**src/rtl/adc_scan_controller.sv**
```systemverilog
// adc_scan_controller
//   Sequences an external ADC conversion engine from the I2C command byte,
//   scanning up to six channels per pass in single-shot or continuous (auto)
//   mode, and keeps per-channel results as upper/lower byte pairs.
//
// Ports:
//   clk, rst_n        system clock, asynchronous active-low reset
//   adc_cmd_in[7:0]   [0] START, [1] AUTO, [7:2] channel enable mask (ch0..ch5)
//   status_out[7:0]   [7] busy, [6] timeout error (sticky), [5] auto active,
//                     [4:2] last channel converted, [1:0] pass count mod 4
//   adc_req           one-cycle conversion request pulse
//   adc_chan[2:0]     channel of the current request
//   adc_valid         one-cycle pulse qualifying adc_data
//   adc_data          conversion result (DATA_W bits)
//   chN_upper_out     result bits [DATA_W-1:8] of channel N, zero-extended
//   chN_lower_out     result bits [7:0] of channel N
//   scan_done         one-cycle pulse when a pass completes
module adc_scan_controller #(
  parameter int DATA_W         = 12,
  parameter int TIMEOUT_CYCLES = 1024,
  parameter int AUTO_GAP       = 50000
) (
  input  logic              clk,
  input  logic              rst_n,
  input  logic [7:0]        adc_cmd_in,
  output logic [7:0]        status_out,
  output logic              adc_req,
  output logic [2:0]        adc_chan,
  input  logic              adc_valid,
  input  logic [DATA_W-1:0] adc_data,
  output logic [7:0]        ch0_upper_out,
  output logic [7:0]        ch0_lower_out,
  output logic [7:0]        ch1_upper_out,
  output logic [7:0]        ch1_lower_out,
  output logic [7:0]        ch2_upper_out,
  output logic [7:0]        ch2_lower_out,
  output logic [7:0]        ch3_upper_out,
  output logic [7:0]        ch3_lower_out,
  output logic [7:0]        ch4_upper_out,
  output logic [7:0]        ch4_lower_out,
  output logic [7:0]        ch5_upper_out,
  output logic [7:0]        ch5_lower_out,
  output logic              scan_done
);

  typedef enum logic [2:0] {
    ST_IDLE,
    ST_SELECT,
    ST_REQ,
    ST_WAIT,
    ST_STORE,
    ST_GAP
  } state_t;

  // One counter serves both the conversion timeout and the auto-mode gap,
  // so it is sized for the larger of the two.
  localparam int CNT_MAX = (TIMEOUT_CYCLES > AUTO_GAP) ? TIMEOUT_CYCLES : AUTO_GAP;
  localparam int CNT_W   = $clog2(CNT_MAX);

  state_t             state_q, state_d;
  // Only START and AUTO of the previous command are needed (edge detect and
  // status), so the mask bits are not kept here.
  logic [1:0]         cmd_q, cmd_d;
  logic [5:0]         mask_q, mask_d;
  logic [5:0]         done_q, done_d;
  logic               err_q, err_d;
  logic [1:0]         pass_q, pass_d;
  logic [2:0]         last_q, last_d;
  logic [2:0]         chan_q, chan_d;
  logic [CNT_W-1:0]   cnt_q, cnt_d;
  logic [DATA_W-1:0]  data_q, data_d;
  logic               req_q, req_d;
  logic               sdone_q, sdone_d;
  logic [7:0]         upper_q [6];
  logic [7:0]         upper_d [6];
  logic [7:0]         lower_q [6];
  logic [7:0]         lower_d [6];

  logic               start_evt;
  logic [5:0]         pending;
  logic [2:0]         next_chan;
  logic               found;

  assign start_evt = adc_cmd_in[0] & ~cmd_q[0];

  // Lowest-numbered enabled channel not yet handled in this pass; scanning
  // downward lets the lowest hit overwrite any higher one.
  always_comb begin
    pending   = mask_q & ~done_q;
    next_chan = '0;
    found     = 1'b0;
    for (int i = 5; i >= 0; i--) begin
      if (pending[i]) begin
        next_chan = 3'(i);
        found     = 1'b1;
      end
    end
  end

  always_comb begin
    state_d = state_q;
    cmd_d   = adc_cmd_in[1:0];
    mask_d  = mask_q;
    done_d  = done_q;
    err_d   = err_q;
    pass_d  = pass_q;
    last_d  = last_q;
    chan_d  = chan_q;
    cnt_d   = cnt_q;
    data_d  = data_q;
    req_d   = 1'b0;
    sdone_d = 1'b0;
    upper_d = upper_q;
    lower_d = lower_q;

    case (state_q)
      ST_IDLE: begin
        if (start_evt || adc_cmd_in[1]) begin
          mask_d  = adc_cmd_in[7:2];
          done_d  = '0;
          err_d   = 1'b0;
          state_d = ST_SELECT;
        end
      end

      ST_SELECT: begin
        if (found) begin
          chan_d  = next_chan;
          state_d = ST_REQ;
        end else begin
          sdone_d = 1'b1;
          pass_d  = pass_q + 2'd1;
          // AUTO is sampled live here so clearing it mid-pass ends after
          // the current pass.
          if (adc_cmd_in[1]) begin
            cnt_d   = '0;
            state_d = ST_GAP;
          end else begin
            state_d = ST_IDLE;
          end
        end
      end

      // The request pulse is registered, so it appears on adc_req in the
      // first WAIT cycle.
      ST_REQ: begin
        req_d   = 1'b1;
        cnt_d   = '0;
        state_d = ST_WAIT;
      end

      ST_WAIT: begin
        if (adc_valid) begin
          data_d  = adc_data;
          state_d = ST_STORE;
        end else if (cnt_q == CNT_W'(TIMEOUT_CYCLES - 1)) begin
          // Abandon this channel: flag the error and skip it, keeping its
          // previous result.
          err_d          = 1'b1;
          done_d[chan_q] = 1'b1;
          state_d        = ST_SELECT;
        end else begin
          cnt_d = cnt_q + 1'b1;
        end
      end

      ST_STORE: begin
        upper_d[chan_q] = 8'(data_q >> 8);
        lower_d[chan_q] = data_q[7:0];
        done_d[chan_q]  = 1'b1;
        last_d          = chan_q;
        state_d         = ST_SELECT;
      end

      ST_GAP: begin
        if (!adc_cmd_in[1]) begin
          state_d = ST_IDLE;
        end else if (cnt_q == CNT_W'(AUTO_GAP - 1)) begin
          mask_d  = adc_cmd_in[7:2];
          done_d  = '0;
          state_d = ST_SELECT;
        end else begin
          cnt_d = cnt_q + 1'b1;
        end
      end

      default: state_d = ST_IDLE;
    endcase
  end

  always_ff @(posedge clk or negedge rst_n) begin
    if (!rst_n) begin
      state_q <= ST_IDLE;
      cmd_q   <= '0;
      mask_q  <= '0;
      done_q  <= '0;
      err_q   <= 1'b0;
      pass_q  <= '0;
      last_q  <= '0;
      chan_q  <= '0;
      cnt_q   <= '0;
      data_q  <= '0;
      req_q   <= 1'b0;
      sdone_q <= 1'b0;
      for (int i = 0; i < 6; i++) begin
        upper_q[i] <= '0;
        lower_q[i] <= '0;
      end
    end else begin
      state_q <= state_d;
      cmd_q   <= cmd_d;
      mask_q  <= mask_d;
      done_q  <= done_d;
      err_q   <= err_d;
      pass_q  <= pass_d;
      last_q  <= last_d;
      chan_q  <= chan_d;
      cnt_q   <= cnt_d;
      data_q  <= data_d;
      req_q   <= req_d;
      sdone_q <= sdone_d;
      for (int i = 0; i < 6; i++) begin
        upper_q[i] <= upper_d[i];
        lower_q[i] <= lower_d[i];
      end
    end
  end

  logic busy;
  logic auto_act;

  assign busy     = (state_q != ST_IDLE) && (state_q != ST_GAP);
  assign auto_act = cmd_q[1] && (state_q != ST_IDLE);

  assign status_out = {busy, err_q, auto_act, last_q, pass_q};
  assign adc_req    = req_q;
  assign adc_chan   = chan_q;
  assign scan_done  = sdone_q;

  assign ch0_upper_out = upper_q[0];
  assign ch0_lower_out = lower_q[0];
  assign ch1_upper_out = upper_q[1];
  assign ch1_lower_out = lower_q[1];
  assign ch2_upper_out = upper_q[2];
  assign ch2_lower_out = lower_q[2];
  assign ch3_upper_out = upper_q[3];
  assign ch3_lower_out = lower_q[3];
  assign ch4_upper_out = upper_q[4];
  assign ch4_lower_out = lower_q[4];
  assign ch5_upper_out = upper_q[5];
  assign ch5_lower_out = lower_q[5];

endmodule

```
**config.mk**
```make
export PLATFORM = sky130hd
export DESIGN_NAME = adc_scan_controller
export DESIGN_NICKNAME = d
export VERILOG_FILES = /design/src/rtl/adc_scan_controller.sv
export SDC_FILE = /design/constraint.sdc
export NUM_CORES = 1
export LEC_CHECK = 0
export CAP_MARGIN = 20
export CORE_MARGIN = 4
export CORE_UTILIZATION = 45
export CTS_CLUSTER_SIZE = 30
export DETAILED_ROUTE_END_ITERATION = 10
export DONT_BUFFER_PORTS = 1
export PLACE_DENSITY_LB_ADDON = 0.12
export SLEW_MARGIN = 20
export SYNTH_ARGS = -nofsm -noshare
export SYNTH_HDL_FRONTEND = slang
export SYNTH_SLANG_ARGS = --single-unit
```
**constraint.sdc**
```tcl
create_clock -name clk -period 2.1 [get_ports clk]
set_clock_uncertainty 0.2 [all_clocks]
set_input_delay 0.105 -clock clk [delete_from_list [all_inputs] [get_ports clk]]
set_output_delay 0.105 -clock clk [all_outputs]
set_load 0.01 [all_outputs]
```
# Word-level counts from Yosys, hierarchy flattened
# Cells that the tools add are included.
dict set report op_classes {
  add_sub_neg 2
  magnitude_cmp 4
  eq_ne 19
  muxes 50
  n_bitwise 7
  reduce_logical 19
}
# operator n
set ops {}
lappend ops {{bitwise mux 48 bit} 2}
lappend ops {{two-way mux 16 bit} 6}
lappend ops {{one-hot mux 16 bit (4 select lines)} 1}
lappend ops {{two-way mux 6 bit} 8}
lappend ops {{two-way mux 3 bit} 13}
lappend ops {{demux 8 bit (select 3 bit)} 1}
lappend ops {{one-hot mux 6 bit (4 select lines)} 1}
lappend ops {{inequality test 2 bit, second input constant} 9}
lappend ops {{one-hot mux 3 bit (6 select lines)} 1}
lappend ops {{adder 16 x 1 -> 16 bit, second input constant} 1}
lappend ops {{equality test 16 x 10 -> 1 bit, second input constant} 1}
lappend ops {{equality test 16 bit, second input constant} 1}
lappend ops {{two-way mux 1 bit} 13}
lappend ops {{one-hot mux 6 bit (2 select lines)} 1}
lappend ops {{inequality test 3 bit, second input constant} 3}
lappend ops {{two-way mux 8 bit} 1}
lappend ops {{AND reduction 4 bit} 2}
lappend ops {{nonzero test 4 bit} 2}
lappend ops {{AND reduction 7 bit} 1}
lappend ops {{AND 6 bit} 1}
lappend ops {{equality test 3 x 2 -> 1 bit, second input constant} 2}
lappend ops {{equality test 3 bit, second input constant} 2}
lappend ops {{inverter 6 bit} 1}
lappend ops {{OR 6 bit} 1}
lappend ops {{19 further kinds} 26}
dict set report word_totals {
  reg_bits 152
  input_bits 23
  output_inout_bits 109
  word_cells 125
}

# Longest topological paths before layout
dict set report logic_depth {
  word_depth 10
  mapped_depth 8
  depth_no_buf 6
}

# Worst setup path before layout
# No wires, ideal clock.
dict set report synth_path {
  kind {reg2reg}
  from {reg cnt_q[0]}
  to {reg cnt_q[12]}
  setup_time_ns 0.126
  t_arrival_ns 1.975
  required_time_ns 1.774
  slack_ns -0.201
  path_stages_with_launch 7
  n_path_buf 0
  period_less_slack_ns 2.301
  path_cell_list {dfrtp_1 > ha_1 > nand3_1 > nor4_4 > a22o_1 > or3_1 > a221o_1}
}
dict set report synth_between {
  elab_chain_len 4
  elab_cells_between_ends 11
  classes_between {add/sub (1); eq/ne (4); mux (5); reduce/logical (1)}
}
# element line_no
set synth_lines {}
lappend synth_lines {{start, declared} 70} ;# logic [CNT_W-1:0] cnt_q, cnt_d;
lappend synth_lines {{start signal, assigned} 218} ;# cnt_q <= cnt_d;
lappend synth_lines {{adder 16 x 1 -> 16 bit} {163, 183}}
lappend synth_lines {{two-way mux 16 bit (on tied branches)} {178, 156}}
lappend synth_lines {{two-way mux 16 bit (on tied branches)} {176, 153}}
lappend synth_lines {{one-hot mux 16 bit (4 select lines)} 116} ;# case (state_q)
# Parallel ways exist; a longest one is shown, timed or not. The select of a mux whose other input is x is not followed.
# A chain may end at the register's enable or synchronous reset.

# Worst setup path in the final report
dict set report layout_path {
  from {reg cnt_q[7]}
  to {reg cnt_q[7]}
}
# The elaborated chain is that of the path after synthesis.

==> results.md <==
- Met2 routed wirelength: 6210 um
- Number of distinct library cells after synthesis: 50
- Worst path arrival time: 2.35 ns
- LEAKAGE: 0.00333 uW
- Post-synth EDFFs: 0
- Share of cells above drive strength 1: 39.5%
- Die W: 119 um
- Reg2Reg Setup Slack: -0.16 ns
- Core Region: 12100 sq um
- Synth-to-Final Area Change: 26.0%
- Outcome: finished with violations
- Overall Global Routing Usage: 19.2%
- RSZ-0062 raised after global routing: true
- FF+latch count, synth: 128
- Hold_ws: -0.810 ns
- Worst setup EP type: flip-flop
- Most common cell in the netlist: dfrtp_1
- Worst r2r path cells: 6
- Top_reg_cell synth: dfrtp_1
- CTS tree: built
- Antenna violations before repair: 0
- Met3 wire len: 1120 um
- Failing checks: negative hold slack, negative setup slack
- Drt total wl: 13000 um
- DR top layer: met4
- Ant. Diodes: 0
- Final period util: 108%
- Fin nets: 540
- DR vias/cell: 5.25
- Worst-Skew Late Latency: 0.42 ns
- Final setup fails: 28
- Pwr Density: 1370 nW/um^2
- WL per Instance: 18.6 um
- Die area: 14200 sq um
- Grt ovf: 0
- Drt pass-1 iters: 4
- Max clock buf depth: 2
- Vias: 3657
- Largest net degree at the start of global routing: 129
- Worst R2R End: cnt_q[7]
- Post-Route M1 WL: 5440 um
- Pins Over Slew Limit: 0
- Placement Setup Slack: -0.189 ns
- R2R Path Start: cnt_q[7]
- First-pass GRT wire length: 21200 um
- CP Launch Type: flip-flop
- Hold-fix buffers, CTS: 21
- Critical path fanouts, max: 5
- Setup WS post-layout: -0.161 ns
- Maxcap violations: 0
- Worst Path Required: 2.19 ns
- CTS HTree Levels: 4
- Final min period: 2.26 ns
- I/O Buffers: 0
- Warnings, synthesis: 0
- Post-DRT Antenna Nets: 0
- Post-Syn Instances: 431
- Mapped Area: 5550 sq um
- Setup TNS: -2.72 ns
- Post-route cell area: 7000 sq um
- Vias in the first global route: 3838
- Clk sinks: 128
- Num CTS Buffers: 17
- Clock Tree Root: clkbuf_16
- Drt first-iter violations: 187
- Post-synth ARST share: 100%
- Share of the synthesized area in the top cell type: 57.7%
- Synth top area cells: dfrtp_1, mux2_2, buf_4
- Clk slew on worst S/H paths: 0.05 ns
- Crit path kind: reg2reg
- Rows: 40
- Placer congestion estimate: 0.860
- Min-Delay Path Class: in2async
- Fmax achieved: 0.442 GHz
- Synth area leader: dfrtp_1
- Die H: 119 um
- Commonest cells post-synth: dfrtp_1, mux2_2, buf_4, nand2_1, nor2_1
- Seq/Total Area, Yosys: 57.7%
- Ports: 132
- Mean Syn Cell Area: 12.9 sq um
- Total power: 9570 uW
- DRC violations left: 0
- Hold Vio Cnt, Final: 128
- Post-DP HPWL: 8500 um
- VDD IR max: 721 uV
- Area of placed instances: 6040 sq um
- Starting Density: 46.0%
## sequential cells by signal (all words and copies together), names as in the netlist, 2 cells and up
signal / cells
adc_chan: 3
ch0_lower_out: 8
ch0_upper_out: 4
ch1_lower_out: 8
ch1_upper_out: 4
ch2_lower_out: 8
ch2_upper_out: 4
ch3_lower_out: 8
ch3_upper_out: 4
ch4_lower_out: 8
ch4_upper_out: 4
ch5_lower_out: 8
ch5_upper_out: 4
cmd_q: 2
cnt_q: 16
data_q: 12
done_q: 6
last_q: 3
mask_q: 6
pass_q: 2
state_q: 3
## worst max path at each step
stage               from         to  slack (ns)  depth (start not counted)
2_1_floorplan   cnt_q[4]  cnt_q[15]       -0.15                          6
3_3_place_gp    cnt_q[4]   cnt_q[8]       -0.13                          7
3_5_place_dp    cnt_q[4]   cnt_q[8]       -0.19                          7
4_1_cts        cnt_q[12]   cnt_q[7]       -0.19                          6
5_1_grt         cnt_q[7]   cnt_q[7]       -0.28                          6
6_report        cnt_q[7]   cnt_q[7]       -0.16                          6
## critical path, cell delays in order, from the launching register on
cell	delay, ns
dfrtp_1	0.37
or4bb_1	0.55
nor4_4	0.29
buf_4	0.18
o22ai_2	0.13
and3_1	0.20
a211o_1	0.22
## timing repair
| action | 4_1_cts | 5_1_grt |
|---|---|---|
| pin swaps | 11 | 7 |
| hold endpoints to repair | 158 | 128 |
| resized for setup | 17 | 12 |
| endpoints found under the setup margin | 28 | 30 |
| buffers inserted | 4 | 1 |
| cloned | 2 | 0 |
## metrics by stage
step                      util, %  hold WS, ns  cells
final                        58.0       -0.810    697
after global routing         58.0       -0.838    697
after CTS                    57.4       -0.829    696
after detailed placement     50.1       -0.384    637
after global placement       50.1       -0.383    637
after floorplan                 -       -0.391    454
## power breakdown
part	switching, uW	total, uW	internal, uW
sequential	1040	4350	3310
clock	1040	2750	1710
combinational	1080	2470	1390
total	3160	9570	6410
## layout by cell type, fill, tap and decap left out, drive strengths merged, types with 2 or more instances in the layout
cell type and n:
dfrtp 128, mux2 93, buf 64, conb 24, clkbuf 23, nand2 21
dlygate4sd3 21, nor2 16, a21oi 13, nand3 12, nor2b 11, o21ai 10
nand2b 8, inv 8, a31oi 7, and3 5, nor3 5, a22o 5
a32o 4, nand4 4, clkinvlp 4, clkinv 4, a221o 3, or3 3
nor4 3, a41oi 2, xnor2 2, and2 2, a21o 2, o22ai 2
## routing by layer
layer / up-vias / GRT usage (%)
met4: 0 / 7.39
li1: 1676 / -
met1: 1844 / 24.1
met3: 20 / 8.26
met2: 117 / 29.4
met5: - / 0
## kinds of logic after synthesis
group | share of synthesized area (%)
XOR/XNOR | 0.473
AO/OA/AOI/OAI | 7.12
AND/OR/NAND/NOR | 10.1
other | 0.0675
buffers and inverters | 5.50
flip-flops | 57.7
multiplexers | 18.9
adder cells (fa/ha/maj) | 0.225
## final cells by class
| type | count | area [sq um] |
|---|---|---|
| clock inverter | 9 | 83.8 |
| multi-input combinational | 276 | 2250 |
| clock buffer | 23 | 478 |
| fill | 977 | 5070 |
| inverter | 8 | 30.0 |
| sequential | 128 | 3200 |
| tap | 168 | 210 |
| timing repair buffer | 85 | 738 |
Note: power is estimated with default switching activity, not from simulation.
